[src/rtl/mult_ssd_seq.sv]
// Sequential shift-add multiplier with double-dabble BCD and 7-seg readout; done 3*WIDTH+1 cycles after start.
// start is sampled only in IDLE (ignored while busy, never queued); outputs are registered and hold between jobs.
module mult_ssd_seq #(
  parameter int WIDTH  = 8,
  parameter int DIGITS = 5,
  parameter int LZB    = 1
) (
  input  logic                  clk,
  input  logic                  rst,
  input  logic                  start,
  input  logic [WIDTH-1:0]      in1,
  input  logic [WIDTH-1:0]      in2,
  output logic                  busy,
  output logic                  done,
  output logic [2*WIDTH-1:0]    product,
  output logic                  overflow,
  output logic [7*DIGITS-1:0]   dig
);

  localparam int PW = 2 * WIDTH;
  // 0.3 underestimates log10(2) by too little to matter for PW <= 32
  localparam int ND = (PW * 3) / 10 + 1;
  localparam int NB = (ND > DIGITS) ? ND : DIGITS;
  localparam int BW = 4 * NB;
  localparam int CW = 6;

  typedef enum logic [1:0] {
    S_IDLE,
    S_MULT,
    S_CONV,
    S_DONE
  } state_t;

  state_t               state_q, state_d;
  logic [CW-1:0]        cnt_q, cnt_d;
  logic [PW-1:0]        mcand_q, mcand_d;
  logic [WIDTH-1:0]     mplier_q, mplier_d;
  logic [PW-1:0]        acc_q, acc_d;
  logic [BW+PW-1:0]     sreg_q, sreg_d;
  logic [PW-1:0]        product_q, product_d;
  logic                 overflow_q, overflow_d;
  logic [7*DIGITS-1:0]  dig_q, dig_d;

  logic [BW+PW-1:0]     sreg_adj;
  logic                 ovf;
  logic                 nz;
  logic [3:0]           dgt;

  function automatic logic [6:0] seg7(input logic [3:0] d);
    case (d)
      4'd0:    seg7 = 7'b1000000;
      4'd1:    seg7 = 7'b1111001;
      4'd2:    seg7 = 7'b0100100;
      4'd3:    seg7 = 7'b0110000;
      4'd4:    seg7 = 7'b0011001;
      4'd5:    seg7 = 7'b0010010;
      4'd6:    seg7 = 7'b0000010;
      4'd7:    seg7 = 7'b1111000;
      4'd8:    seg7 = 7'b0000000;
      4'd9:    seg7 = 7'b0010000;
      default: seg7 = 7'b1111111;
    endcase
  endfunction

  always_comb begin
    state_d    = state_q;
    cnt_d      = cnt_q;
    mcand_d    = mcand_q;
    mplier_d   = mplier_q;
    acc_d      = acc_q;
    sreg_d     = sreg_q;
    product_d  = product_q;
    overflow_d = overflow_q;
    dig_d      = dig_q;
    sreg_adj   = sreg_q;
    ovf        = 1'b0;
    nz         = 1'b0;
    dgt        = 4'd0;

    case (state_q)
      S_IDLE: begin
        if (start) begin
          mcand_d  = {{WIDTH{1'b0}}, in1};
          mplier_d = in2;
          acc_d    = '0;
          cnt_d    = '0;
          state_d  = S_MULT;
        end
      end

      S_MULT: begin
        if (mplier_q[0]) acc_d = acc_q + mcand_q;
        mcand_d  = mcand_q << 1;
        mplier_d = mplier_q >> 1;
        cnt_d    = cnt_q + 6'd1;
        if (cnt_q == CW'(WIDTH - 1)) begin
          cnt_d   = '0;
          sreg_d  = {{BW{1'b0}}, acc_d};
          state_d = S_CONV;
        end
      end

      S_CONV: begin
        if (cnt_q != CW'(PW)) begin
          for (int j = 0; j < NB; j++) begin
            if (sreg_adj[PW+4*j +: 4] >= 4'd5)
              sreg_adj[PW+4*j +: 4] = sreg_adj[PW+4*j +: 4] + 4'd3;
          end
          sreg_d = sreg_adj << 1;
          cnt_d  = cnt_q + 6'd1;
        end else begin
          // Conversion finished last cycle; this cycle formats the display from the settled BCD.
          product_d = acc_q;
          for (int i = DIGITS; i < NB; i++) begin
            if (sreg_q[PW+4*i +: 4] != 4'd0) ovf = 1'b1;
          end
          overflow_d = ovf;
          for (int i = DIGITS - 1; i >= 0; i--) begin
            dgt = sreg_q[PW+4*i +: 4];
            if (dgt != 4'd0) nz = 1'b1;
            if (ovf)
              dig_d[7*i +: 7] = 7'b0111111;
            else if ((LZB != 0) && !nz && (i != 0))
              dig_d[7*i +: 7] = 7'b1111111;
            else
              dig_d[7*i +: 7] = seg7(dgt);
          end
          state_d = S_DONE;
        end
      end

      S_DONE: state_d = S_IDLE;

      default: state_d = S_IDLE;
    endcase
  end

  always_ff @(posedge clk) begin
    if (rst) begin
      state_q    <= S_IDLE;
      cnt_q      <= '0;
      mcand_q    <= '0;
      mplier_q   <= '0;
      acc_q      <= '0;
      sreg_q     <= '0;
      product_q  <= '0;
      overflow_q <= 1'b0;
      dig_q      <= '1;
    end else begin
      state_q    <= state_d;
      cnt_q      <= cnt_d;
      mcand_q    <= mcand_d;
      mplier_q   <= mplier_d;
      acc_q      <= acc_d;
      sreg_q     <= sreg_d;
      product_q  <= product_d;
      overflow_q <= overflow_d;
      dig_q      <= dig_d;
    end
  end

  assign busy     = (state_q != S_IDLE);
  assign done     = (state_q == S_DONE);
  assign product  = product_q;
  assign overflow = overflow_q;
  assign dig      = dig_q;

endmodule

[config.mk]
export PLATFORM = sky130hd
export DESIGN_NAME = mult_ssd_seq
export DESIGN_NICKNAME = d
export VERILOG_FILES = /design/src/rtl/mult_ssd_seq.sv
export SDC_FILE = /design/constraint.sdc
export NUM_CORES = 1
export LEC_CHECK = 0
export CAP_MARGIN = 40
export CORE_ASPECT_RATIO = 0.9
export CORE_MARGIN = 2
export CORE_UTILIZATION = 45
export CTS_CLUSTER_SIZE = 14
export DETAILED_ROUTE_END_ITERATION = 10
export PLACE_DENSITY = 0.67
export SETUP_SLACK_MARGIN = 0.5
export SLEW_MARGIN = 20
export SYNTH_ARGS = -nofsm -noshare
export SYNTH_HDL_FRONTEND = slang
export SYNTH_SLANG_ARGS = --single-unit
[constraint.sdc]
create_clock -name clk -period 3.64 [get_ports clk]
set_input_delay 0.728 -clock clk [delete_from_list [all_inputs] [get_ports clk]]
set_output_delay 0.728 -clock clk [all_outputs]
set_load 0.03 [all_outputs]
==> results.toml, run 1 <==
[run_status]
status = "completed"

[global_route]
grt_pass1_wl_um = 29600
busiest_layer = "met2"
globalRouteOverflowTotal = 0
antenna_found_initial = 0
use_met1_pct = 26.0
grt_start_max_net_pins = 75
first_global_vias = 6104
grt_usage_pct = 18.9
met2_usage_pct = 30.3
met3_usage_pct = 4.24

[final_layout]
n_antenna_cell = 0
area_growth_pct = 18.5
fin_nets = 1072
num-fill-cells = 1671
drive_above_1_share_pct = 7.55

[clock_tree]
cts_max_level = 4
tritoncts = "built"
cts_buffers = 17
clock_tree.buffer_depth = 2
path_clk_slew_ns = 0.06
cts-root-buf = "clkbuf_16"
clock-sinks = 163
insertion_delay_ns = 0.42

[logic_synthesis]
synth_cell_type_count = 66
synth_warnings = 0
synth_edf_count = 0
synth_ff_type = "dfxtp_1"
syn_nets = 1026
yosysSeqAreaShare_pct = 40.4
syn_area_per_cell_um2 = 8.51
async_reset_ff_share_pct = 0
syn_inst = 948
synth.ff_latch_count = 163
synth.cell_area_mm2 = 0.00807

[route]
totalWireLength_um = 17600
antenna_left = 0
firstDrtPassIters = 6
drc = 0
vias = 6592
drt_iter0_markers = 410
drt-vias-per-instance = 5.29
wire_per_inst_um = 14.1

[sta]
min_period_ns = 2.85
tightest_slew_ns = 0.775
rsz0062_at_grt = "yes"
setup_ws_ns = 0.787
finalClockSkew_ns = 0.00782
max_slew_margin_pct = 48.3
clock.fmax_ghz = 0.351
finalCritPeriodShare_pct = 78.4
setup_tns_ns = 0
setup_violations = 0
hold_viol = 0
drv_slew = 0

[floorplanning]
std_cell_rows = 46
ioPinCount = 73
die_x_um = 145
die_h_um = 131
coreArea_mm2 = 0.0176
dieArea_mm2 = 0.0190
initial_core_util_pct = 45.8

[power_and_ir_drop]
ir_worst_vdd_mv = 0.333
leakage_uw = 0.00373
p_per_area_mw_per_mm2 = 529

[critical_path]
critPathLaunch = "state_q[0]"
endpoint_kind = "flop"
cp.arrival_ns = 3.15
setup.worst_path.class = "flop to flop"
cp_max_fo = 27
r2r_cells = 10
critPathLaunchType = "flop"
timing.rr.start = "state_q[0]"
cp.required_ns = 3.94
r2r_setup_slack_ns = 0.79

[placement]
portBuffers = 71
gp_congestion = 0.836
pre_cts_ws_ns = 0.637
hpwl_um = 12000

[run]
drv_cap = 0

[min_path]
hold_class = "flop to flop"
-- critical path: stages (launching register included) --
cell	delay (ns)
dfxtp_1	0.39
inv_1	0.10
ha_1	0.25
nand2_1	0.14
or3_4	0.26
buf_4	0.33
a21oi_2	0.17
a22oi_2	0.53
inv_1	0.16
nor3_2	0.30
a21oi_1	0.08
-- where the power goes --
group / internal [uW] / switching (uW)
clock network: 1080 / 761
registers: 1910 / 81.7
logic: 439 / 788
-- final cells by class --
cell class              instances  area [um2]  area share [%]
clock inverters                12         144            1.50
repair buffers                 85         813            8.50
inverters                      37         139            1.45
flip-flops and latches        163        3260            34.1
clock buffers                  20         467            4.88
well taps                     240         300            3.14
multi-input cells             690        4440            46.4
-- synth_stat cells, types with 19 or more instances --
master	n	share of area (%)
a211oi_1	24	2.2
a21oi_1	99	6.1
clkbuf_1	36	1.7
dfxtp_1	163	40
ha_1	58	9.0
inv_1	36	1.7
mux2i_1	37	4.6
nand2_1	124	5.8
nand2b_1	19	1.5
nor2_1	85	4.0
o21ai_0	41	2.5
o22ai_1	25	1.9
-- cell families after synthesis --
group,count (synthesis),share of synthesized area (%)
xor+xnor,22,2.39
simple gates,296,16.7
mux,42,5.29
other cells,1,0.0465
flops,163,40.4
buf+inv,95,4.81
fa+ha+maj,59,9.24
compound gates,270,21.1
-- cell usage in the layout, fill, tap and decap left out, types with 3 or more instances in the layout --
cell / Yosys / final
dfxtp_1: 163 / 163
nand2_1: 124 / 123
a21oi_1: 99 / 99
nor2_1: 85 / 85
clkdlybuf4s50_1: 0 / 70
ha_1: 58 / 58
o21ai_0: 41 / 41
mux2i_1: 37 / 37
inv_1: 36 / 36
o22ai_1: 25 / 25
a211oi_1: 24 / 24
nand2b_1: 19 / 19
nand3_1: 17 / 17
clkbuf_16: 0 / 17
a22oi_1: 17 / 16
buf_4: 4 / 15
nor3_1: 14 / 13
xnor2_1: 11 / 11
xor2_1: 11 / 11
o31ai_1: 9 / 9
a21o_1: 8 / 8
o211ai_1: 7 / 7
nand4_1: 5 / 5
mux2_2: 5 / 5
a21oi_2: 4 / 4
nor3b_1: 4 / 4
nor3_2: 3 / 4
a22oi_2: 3 / 4
nor2b_1: 4 / 4
nand3b_1: 4 / 4
and2_1: 5 / 4
a31oi_1: 4 / 4
inv_6: 0 / 4
a22o_1: 3 / 3
clkbuf_8: 0 / 3
-- worst min path at each step --
stage	slack [ns]	cells after the start	to
floorplan	0.42	2	dig[10]
global placement	0.42	2	dig[12]
detailed placement	0.43	2	dig[9]
CTS	0.44	2	dig[9]
global route	0.46	2	dig[9]
finish	0.44	2	dig[11]
-- layer usage --
metal / wire length [um] / vias to the layer above / part of all wire (%)
met5: 0 / - / 0
met4: 131 / 0 / 0.74
met2: 7880 / 106 / 45
met3: 645 / 11 / 3.7
li1: - / 3431 / -
met1: 8970 / 3044 / 51
-- per-stage QoR --
stage                     area, um2  cells  util, %  power, uW  hold WS (ns)
after floorplan                8070    948        -       2960         0.418
after global placement         8940   1215     50.8       3240         0.422
after detailed placement       8940   1215     50.8       3240         0.428
after CTS                      9550   1247     54.2       5090         0.445
after global routing           9560   1247     54.3       5340         0.457
final                          9560   1247     54.3       5060         0.443
-- timing repair --
action / CTS / global route
hold endpoints to repair: 0 / 0
setup endpoints to repair: 0 / 21
setup buffers: 0 / 0
resized for setup: 0 / 3
hold buffers: 0 / 0
Power figures use the tool's default switching activity.
==> run 2: changes to the inputs <==
clock period = 2.7 ns   (was 3.64 ns; I/O delays follow)
==> run 2 against run 1 <==
Against the previous run: largest cell class unchanged; largest power group unchanged; global-route usage is 1.6 points higher; hold slack worse by 0.0071 ns; final cell count is 5.5% higher; sequential power is 38% higher; setup slack worse by 0.47 ns; die area stayed put; via count is 6.9% higher; clock skew hardly changed.
==> results.toml, run 2 (synthesized netlist as in run 1, its figures left out) <==
[clock_tree]
clock-sinks = 163
cts-root-buf = "clkbuf_16"
clock_tree.buffer_depth = 2
cts_buffers = 17
cts-hold-fix-buffers = 0
insertion_delay_ns = 0.43
path_clk_slew_ns = 0.07
tritoncts = "built"
cts_max_level = 4

[placement]
portBuffers = 71
gp_congestion = 0.840
hpwl_um = 12400
place_area_mm2 = 0.00921

[critical_path]
timing.rr.start = "state_q[1]"
cp.required_ns = 3.01
critPathBufInv = 4
critPathLaunchType = "flop"
crit_family = "compound AO/OA/AOI/OAI gates"
setup.worst_path.class = "flop to flop"
cpPeakStageDelay_ns = 0.39
cp_slowest_cell = "o41ai_4"
cp_max_fo = 4
r2r_cells = 12
cp.arrival_ns = 2.70
endpoint_kind = "flop"
r2r_setup_slack_ns = 0.31
cp_cell_sequence = "inv_4 -> ha_4 -> inv_4 -> o41ai_4 -> and2_4 -> buf_6 -> nand3_4 -> a21oi_4 -> inv_4 -> ha_4 -> mux2i_2 -> a21oi_1"
crit_top_cell = "inv_4"

[power_and_ir_drop]
p_per_area_mw_per_mm2 = 675
leakage_uw = 0.00413
ir_worst_vdd_mv = 0.520

[route]
wire_per_inst_um = 15.1
drt_iter0_markers = 462
drt-vias-per-instance = 5.36
firstDrtPassIters = 4
vias = 7044
antenna_left = 0
drc = 0
totalWireLength_um = 19800

[sta]
finalClockSkew_ns = 0.00795
hold_viol = 0
min_period_ns = 2.39
clock.fmax_ghz = 0.419
setup_tns_ns = 0
finalCritPeriodShare_pct = 88.4
setup_violations = 0
rsz0062_at_grt = "yes"
drv_slew = 0

[run_status]
status = "completed"

[floorplanning]
die_x_um = 145
die_h_um = 131
coreArea_mm2 = 0.0176
std_cell_rows = 46
initial_core_util_pct = 45.8
dieArea_mm2 = 0.0190
ioPinCount = 73

[final_layout]
fin_area_mm2 = 0.0108
num-fill-cells = 1513
area_growth_pct = 34.4
final_common_cell = "dfxtp_1"
drive_above_1_share_pct = 24.7
mostFrequentLayoutCells = "dfxtp_1 (139), nand2_1 (111), a21oi_1 (83), nor2_1 (82)"
post-route-util_pct = 61.6
fin_nets = 1140
n_antenna_cell = 0

[min_path]
hold_end = "dig[15]"
hold_depth = 2
hold_class = "flop to flop"

[global_route]
antenna_found_initial = 0
first_global_vias = 6593
grt_usage_pct = 20.5
globalRouteOverflowTotal = 0
grt_pass1_wl_um = 32000
grt_start_max_net_pins = 39

[run]
drv_cap = 0
-- run 2: cell count changes in the layout (fill, tap and decap cells not counted), moves of 11 or more --
| cell | delta |
|---|---|
| a21oi_1 | -16 |
| o21ai_0 | -13 |
| dfxtp_1 | -24 |
| dfxtp_2 | +19 |
| buf_4 | +53 |
| buf_6 | +12 |
| ha_4 | +16 |
| nand2_1 | -12 |
| ha_1 | -24 |
| inv_1 | -11 |
-- run 2: worst reg2reg max path: cells and delay by family, from the launching register on --
kind	cells	cell delay, ns
and+or+nand+nor	2	0.34
adders and majority gates	2	0.32
AOI/OAI and AO/OA	3	0.73
DFF	1	0.36
buffers and inverters	4	0.34
muxes	1	0.18
-- run 2: cell type report --
type	count	area, um2	area share (%)
Clock buffer	20	447	4.12
Clock inverter	12	134	1.23
Multi-Input combinational cell	690	5100	47.1
Sequential cell	163	3310	30.5
Tap cell	240	300	2.77
Inverter	37	151	1.40
Timing Repair Buffer	153	1410	13.0
-- run 2: through the flow --
step	worst slack (ns)	total power (uW)	hold WS, ns	std cells
floorplan	0.290	4020	0.418	948
global placement	0.215	4430	0.419	1239
detailed placement	0.131	4460	0.427	1239
CTS	0.419	7150	0.434	1302
global route	0.218	7690	0.446	1315
finish	0.314	7320	0.436	1315
-- run 2: worst max path at each step --
stage	start	to	slack, ns	depth (start not counted)
finish	state_q[1]	flop	0.31	12
detailed placement	state_q[0]	flop	0.13	13
global route	state_q[0]	flop	0.22	11
CTS	state_q[1]	flop	0.42	12
floorplan	cnt_q[5]	flop	0.29	12
global placement	state_q[0]	flop	0.21	13
-- run 2: metal layers --
metal / GRT usage [%] / up-vias / share of wire (%)
met4: 7.27 / 0 / 1.3
met2: 33.0 / 107 / 46
li1: - / 3564 / -
met3: 4.76 / 20 / 3.3
met5: 0 / - / 0
met1: 27.2 / 3353 / 49
-- run 2: what timing repair did --
action,in CTS,in global routing
setup buffers,31,13
hold endpoints to repair,0,0
pin swaps,41,35
gates resized for setup,110,75
setup endpoints to repair,60,53
cloned,0,0
-- run 2: power by group --
part | total (uW) | internal [uW] | switching [uW] | leakage (uW)
sequential | 2750 | 2590 | 159 | 0.00133
combinational | 2190 | 918 | 1270 | 0.00252
clock | 2380 | 1390 | 996 | 0.000280
